--- src/rtl/rx_pkg.sv ---
// rx_pkg: shared flit width default and receive FSM states for the serial link receiver.
package rx_pkg;
  localparam int DEF_SIZE = 8;
  typedef enum logic {IDLE, RECV} rx_state_e;
endpackage

--- src/rtl/rx_fifo.sv ---
// rx_fifo: DEPTH-entry flit buffer; a simultaneous pop frees the slot for a push even when full.
module rx_fifo #(
  parameter int SIZE = 8,
  parameter int DEPTH = 4,
  localparam int CW = $clog2(DEPTH + 1),
  localparam int PW = DEPTH > 1 ? $clog2(DEPTH) : 1
) (
  input  logic            clk,
  input  logic            reset_n,
  input  logic            push,
  input  logic [SIZE-1:0] push_data,
  input  logic            pop,
  output logic [SIZE-1:0] head,
  output logic [CW-1:0]   count,
  output logic            full,
  output logic            empty,
  output logic            drop
);
  logic [SIZE-1:0] mem [DEPTH];
  logic [PW-1:0] wr_ptr, rd_ptr;
  logic do_push, do_pop;
  assign full = count == CW'(DEPTH);
  assign empty = count == '0;
  assign do_pop = pop && !empty;
  assign do_push = push && (!full || do_pop);
  assign drop = push && !do_push;
  assign head = mem[rd_ptr];
  always_ff @(posedge clk or negedge reset_n) begin
    if (!reset_n) begin
      for (int i = 0; i < DEPTH; i++) mem[i] <= '0;
      wr_ptr <= '0;
      rd_ptr <= '0;
      count <= '0;
    end else begin
      if (do_push) begin
        mem[wr_ptr] <= push_data;
        wr_ptr <= wr_ptr == PW'(DEPTH - 1) ? '0 : wr_ptr + 1'b1;
      end
      if (do_pop) rd_ptr <= rd_ptr == PW'(DEPTH - 1) ? '0 : rd_ptr + 1'b1;
      count <= count + CW'(do_push) - CW'(do_pop);
    end
  end
endmodule

--- src/rtl/rx.sv ---
// rx: serial link receiver; deserialises start-bit framed flits, LSB first, into a small FIFO.
module rx
  import rx_pkg::*;
#(
  parameter int SIZE = DEF_SIZE,
  parameter int DEPTH = 4
) (
  input  logic            clk,
  input  logic            reset_n,
  input  logic            serial_in,
  output logic            channel_busy,
  output logic [SIZE-1:0] data_out,
  output logic            data_valid,
  input  logic            data_ack,
  output logic            rx_active,
  output logic            overflow
);
  localparam int BW = SIZE > 1 ? $clog2(SIZE) : 1;
  localparam int CW = $clog2(DEPTH + 1);
  rx_state_e state, state_nx;
  logic [BW-1:0] bit_cnt;
  logic [SIZE-1:0] shreg, shreg_nx;
  logic [CW-1:0] count;
  logic push, last, full, empty, drop;
  assign shreg_nx = {serial_in, shreg[SIZE-1:1]};
  assign last = bit_cnt == BW'(SIZE - 1);
  assign rx_active = state == RECV;
  assign data_valid = !empty;
  // A frame in flight already owns a slot, so count + rx_active >= DEPTH reduces to this.
  assign channel_busy = full || (rx_active && count == CW'(DEPTH - 1));
  always_comb begin
    state_nx = state;
    push = 1'b0;
    if (state == IDLE) state_nx = serial_in ? RECV : IDLE;
    else begin
      push = last;
      state_nx = last ? IDLE : RECV;
    end
  end
  always_ff @(posedge clk or negedge reset_n) begin
    if (!reset_n) begin
      state <= IDLE;
      bit_cnt <= '0;
      shreg <= '0;
      overflow <= 1'b0;
    end else begin
      state <= state_nx;
      overflow <= overflow || drop;
      if (state == IDLE) bit_cnt <= '0;
      else begin
        shreg <= shreg_nx;
        bit_cnt <= bit_cnt + 1'b1;
      end
    end
  end
  rx_fifo #(.SIZE(SIZE), .DEPTH(DEPTH)) u_fifo (
    .clk(clk),
    .reset_n(reset_n),
    .push(push),
    .push_data(shreg_nx),
    .pop(data_ack),
    .head(data_out),
    .count(count),
    .full(full),
    .empty(empty),
    .drop(drop)
  );
endmodule

--- config.mk ---
export PLATFORM = sky130hd
export DESIGN_NAME = rx
export DESIGN_NICKNAME = d
export VERILOG_FILES = /design/src/rtl/rx_pkg.sv /design/src/rtl/rx_fifo.sv /design/src/rtl/rx.sv
export SDC_FILE = /design/constraint.sdc
export NUM_CORES = 1
export LEC_CHECK = 0
export CAP_MARGIN = 0
export CORE_UTILIZATION = 62
export DETAILED_ROUTE_END_ITERATION = 16
export GPL_TIMING_DRIVEN = 0
export PLACE_DENSITY = 0.83
export RECOVER_POWER = 25
export SYNTH_ARGS = -nofsm -noshare
export SYNTH_HDL_FRONTEND = slang
export SYNTH_HIERARCHICAL = 1
export SYNTH_SLANG_ARGS = --single-unit
--- constraint.sdc ---
create_clock -name clk -period 6.65 [get_ports clk]
set_clock_uncertainty 0.2 [all_clocks]
set_input_delay 0.9975 -clock clk [delete_from_list [all_inputs] [get_ports clk]]
set_output_delay 0.9975 -clock clk [all_outputs]
set_load 0.02 [all_outputs]
==> Word-level counts from Yosys, hierarchy flattened <==
Index checks and enable logic that the tools add are counted.
{ "word_totals": {"ff_bits": 52, "in_bits": 4, "out_inout_bits": 12, "word_cells": 51} }
{ "op_classes": {"n_addsub": 5, "n_lt_le_gt_ge": 3, "eq_ne": 5, "mux": 13, "bitwise": 2, "n_reduce_logical": 12} }
{ "op_table": {"columns": ["cell", "n"], "rows": [
  ["$bwmux 32", 1],
  ["$mux 8", 3],
  ["$bmux 8 s2", 1],
  ["$demux 8 s2", 1],
  ["$eq 3x3->1 const B", 2],
  ["$ge 3x3->1 const B", 2],
  ["$not 2->3", 2],
  ["$logic_and 1x1->1", 5],
  ["$add 2x1->2 const B", 2],
  ["$eq 2x2->1 const B", 2],
  ["$mux 1", 4],
  ["$mux 2", 2],
  ["$add 3x1->3", 1],
  ["$add 3x1->3 const B", 1],
  ["$eq 3x2->1 const B", 1],
  ["$logic_not 1->1", 3],
  ["$logic_not 3->1", 1],
  ["$logic_or 1x1->1", 3],
  ["$lt 3x1->1 const B", 1],
  ["$mux 3", 1],
  ["$sub 3x1->3", 1]
]} }

==> Depth between registers and ports, before layout <==
{ "depth": {"depth_word": 8, "ltp_mapped": 9} }

==> Cells and area by module <==
The synthesis kept the hierarchy.
{ "modules_own_cells": {"columns": ["mod", "n_inst", "cells_per_inst", "area_per_inst_um2", "seq_area_each_um2"], "rows": [
  ["rx_fifo", 1, 116, 1875.5, 975.9],
  ["rx", 1, 32, 493.0, 300.3]
]} }

==> Least setup slack after synthesis <==
No wires, ideal clock.
{ "synth_path": {"kind": "input to register", "startpoint": "input data_ack", "endpoint": "register u_fifo.count[2]", "setup_ns": 0.125, "arrival_time_ns": 2.650, "required_time_ns": 6.325, "slack_ns": 3.675, "stages": 7, "n_path_buf": 0, "cell_sequence": "nor4b_4 > nand2b_1 > mux2i_1 > ha_1 > fa_1 > xor2_1 > xnor2_1"} }
{ "synth_via": {"elab_chain_cells": 5} }
{ "synth_rtl": {"columns": ["element", "line", "rtl"], "rows": [
  ["from (decl)", "rx.sv:14", "input logic data_ack,"],
  ["$logic_and 1x1->1 *", "rx_fifo.sv:24", "assign do_pop = pop && !empty;"],
  ["$logic_or 1x1->1", "rx_fifo.sv:25", "assign do_push = push && (!full || do_pop);"],
  ["$logic_and 1x1->1", "rx_fifo.sv:25", null],
  ["$add 3x1->3", "rx_fifo.sv:40", "count <= count + CW'(do_push) - CW'(do_pop);"],
  ["$sub 3x1->3 *", "rx_fifo.sv:40", null],
  ["to (signal assigned)", "rx_fifo.sv:40", null],
  ["to (decl)", "rx_fifo.sv:14", "output logic [CW-1:0] count,"]
]} }
Mark *: on every way between the ends. The rest lies on a longest branch, timed or not.
A chain may end at the register's enable or synchronous reset.

==> Worst setup path after layout <==
Same ends and word-level chain as after synthesis.

==> flow_summary.toml <==
[final_layout]
fillCellCount = 247
layout_common_cells = "dfrtp_1, mux2_2, clkdlybuf4s50_1"
diodes = 0
syn2layout_area_growth_pct = 12.6
final_common_cell = "dfrtp_1"
stdcell_count = 220
drive_above_1_share_pct = 37.2
nNetsFinal = 184

[grt]
antenna_found_initial = 0
grt_overflow = 0
grt_pass1_wl_um = 6940
grt_pass1_vias = 1380
grt_use_total_pct = 23.5
grt_max_degree = 28

[floorplanning]
fp-row-count = 22
placeableCoreArea_mm2 = 0.00366
die_w_um = 63.8
initial_core_util_pct = 64.7
ioPinCount = 16
dieHeight_um = 63.8
die-area_mm2 = 0.00407

[clock_tree]
clock-sinks = 51
post_cts_buffers = 0
cts_resized = 0
clock_latency_ns = 0.30
hold_buffers = 0
cts.reportedPaths.clkPinSlew_ns = 0.08
cts-root-buf = "clkbuf_8"
numCtsBuffers = 5
htreeDepth = 2
cts_tree = "yes"
clk_path_buf_depth = 2

[setup_path]
crit_fanout = 5
end_kind = "flop"
crit_buf_inv = 1
worst-setup-path-type = "in2reg"
cpPeakStageDelay_ns = 0.58
worstPathCellList = "clkdlybuf4s50_1, nor4b_4, nand2b_1, mux2i_1, ha_1, fa_1, xor2_1, xnor2_1"
required_ns = 6.64
startpoint_type = "input port"
crit_slowest_cell = "nor4b_4"
crit_family = "simple AND/OR/NAND/NOR gates"
cp.arrival_ns = 3.30

[power]
ir_worst_vdd_mv = 0.239
power_density_mw_per_mm2 = 496
power_w = 0.00132
leakagePower_nw = 1.21

[placement]
dp_slack_ns = 3.00
gp_congestion = 0.780
port_buffers = 15
placed_cells = 212
dpl.hpwl_um = 2920

[yosys]
synth.area.mux_share_pct = 30.3
yosysSeqAreaShare_pct = 53.9
synthDistinctLibCells = 27
synth_cells = 148
synthXorXnorAreaFrac_pct = 0.740
syn_area_mm2 = 0.00237
synth_nets = 161
ys_warn_count = 6
syn_avg_cell_area_um2 = 16.0
synthAdderAreaFrac_pct = 5.07
synth-seq-cells = 51
yosys.area_share.simple_pct = 6.66
synth_top_family_by_area = "multiplexers"
synth_compound_area_share_pct = 1.06

[timing]
worst_pin_slew_ns = 1.40
final-max-slew-violation-count = 0
fin_hold_ws_ns = 0.251
relSlewSlack_pct = 6.43
period_share_pct = 49.8
timing.fmax_mhz = 302
finalHoldViolations = 0
layout_setup_ws_ns = 3.34
setup_viol = 0
grt_setup_unrepaired = "no"
fin_crit_ns = 3.31
tns_ns = 0

[route]
vias = 1247
wire_per_inst_um = 18.4
drt_pass1_iterations = 3
ant_nets = 0
routed_via_density = 5.67
drt-initial-drc-count = 42
drc = 0
routed_wl_um = 4050

[status]
outcome = "finished clean"

[min_path]
min_path_type = "reg2reg"

[run]
maxCapViolCount = 0
[per-stage QoR]
step	util [%]	cell area, um^2
global placement	70.4	2580
floorplan	-	2370
finish	72.8	2670
CTS	73.5	2690
global route	72.8	2670
detailed placement	71.1	2600
[power by group]
group	leakage, nW	internal (W)	switching (W)
clock	0.0402	0.0000732	0.0000974
combinational	0.531	0.000338	0.000252
sequential	0.634	0.000454	0.000108
[per-layer routing]
metal | global-route usage, % | part of all wire [%] | wire length [um] | vias to the layer above
li1 | - | - | - | 574
met1 | 30.5 | 44 | 1780 | 653
met2 | 40.3 | 53 | 2140 | 13
met3 | 4.46 | 1.9 | 75 | 7
met4 | 6.82 | 1.2 | 50 | 0
met5 | 0 | 0 | 0 | -
[worst paths after layout]
| check | slack (ns) | cells after the start | startpoint | to |
|---|---|---|---|---|
| min | 0.25 | 1 | bit_cnt[0]$_DFF_PN0_ | bit_cnt[0]$_DFF_PN0_ |
| min in group asynchronous | 0.80 | 1 | reset_n | u_fifo/mem[18]$_DFFE_PN0P_ |
| max reg2reg | 3.94 | 8 | u_fifo/count[1]$_DFF_PN0_ | u_fifo/count[2]$_DFF_PN0_ |
| max | 3.34 | 8 | data_ack | u_fifo/count[2]$_DFF_PN0_ |
| max in group asynchronous | 4.62 | 1 | reset_n | rx_active$_DFF_PN0_ |
| min reg2reg | 0.25 | 1 | bit_cnt[0]$_DFF_PN0_ | bit_cnt[0]$_DFF_PN0_ |
[sequential cells by signal, summed over array words and instances (netlist names)]
signal and cells:
rx_active 1, shreg 7, u_fifo/mem 32, bit_cnt 3
u_fifo/count 3, u_fifo/wr_ptr 2, u_fifo/rd_ptr 2, overflow 1
[cells in the mapped netlist]
cell type | n | area (um^2)
a21o_1 | 1 | 7.51
a41o_1 | 1 | 10.0
and2_1 | 3 | 18.8
and3b_1 | 1 | 8.76
buf_1 | 1 | 3.75
buf_2 | 1 | 5.00
buf_6 | 2 | 22.5
dfrtp_1 | 51 | 1280
fa_1 | 1 | 20.0
ha_1 | 8 | 100
inv_1 | 6 | 22.5
mux2_2 | 30 | 338
mux2_4 | 12 | 180
mux2i_1 | 2 | 20.0
mux4_2 | 8 | 180
nand2_1 | 4 | 15.0
nand2b_1 | 1 | 6.26
nor2_1 | 1 | 3.75
nor2_4 | 4 | 45.0
nor2b_1 | 1 | 6.26
nor3_1 | 2 | 10.0
nor3b_1 | 1 | 7.51
nor4b_4 | 1 | 23.8
o31ai_1 | 1 | 7.51
or2_2 | 2 | 12.5
xnor2_1 | 1 | 8.76
xor2_1 | 1 | 8.76
[cell type report]
type | count | area [um^2] | share of cell area [%]
buffer | 4 | 23.8 | 0.892
clock buffer | 5 | 68.8 | 2.58
clock inverter | 3 | 20.0 | 0.751
inverter | 6 | 22.5 | 0.845
multi-input combinational | 87 | 1020 | 38.4
sequential | 51 | 1280 | 47.9
tap | 48 | 60.1 | 2.25
timing repair buffer | 16 | 171 | 6.43
[logic make-up after synthesis]
| logic type | Yosys count |
|---|---|
| AO/OA/AOI/OAI | 3 |
| XOR/XNOR | 2 |
| adder cells (fa/ha/maj) | 9 |
| buffers and inverters | 10 |
| flip-flops | 51 |
| multiplexers | 52 |
| AND/OR/NAND/NOR | 21 |
No activity file was read; power rests on OpenSTA's default activity.
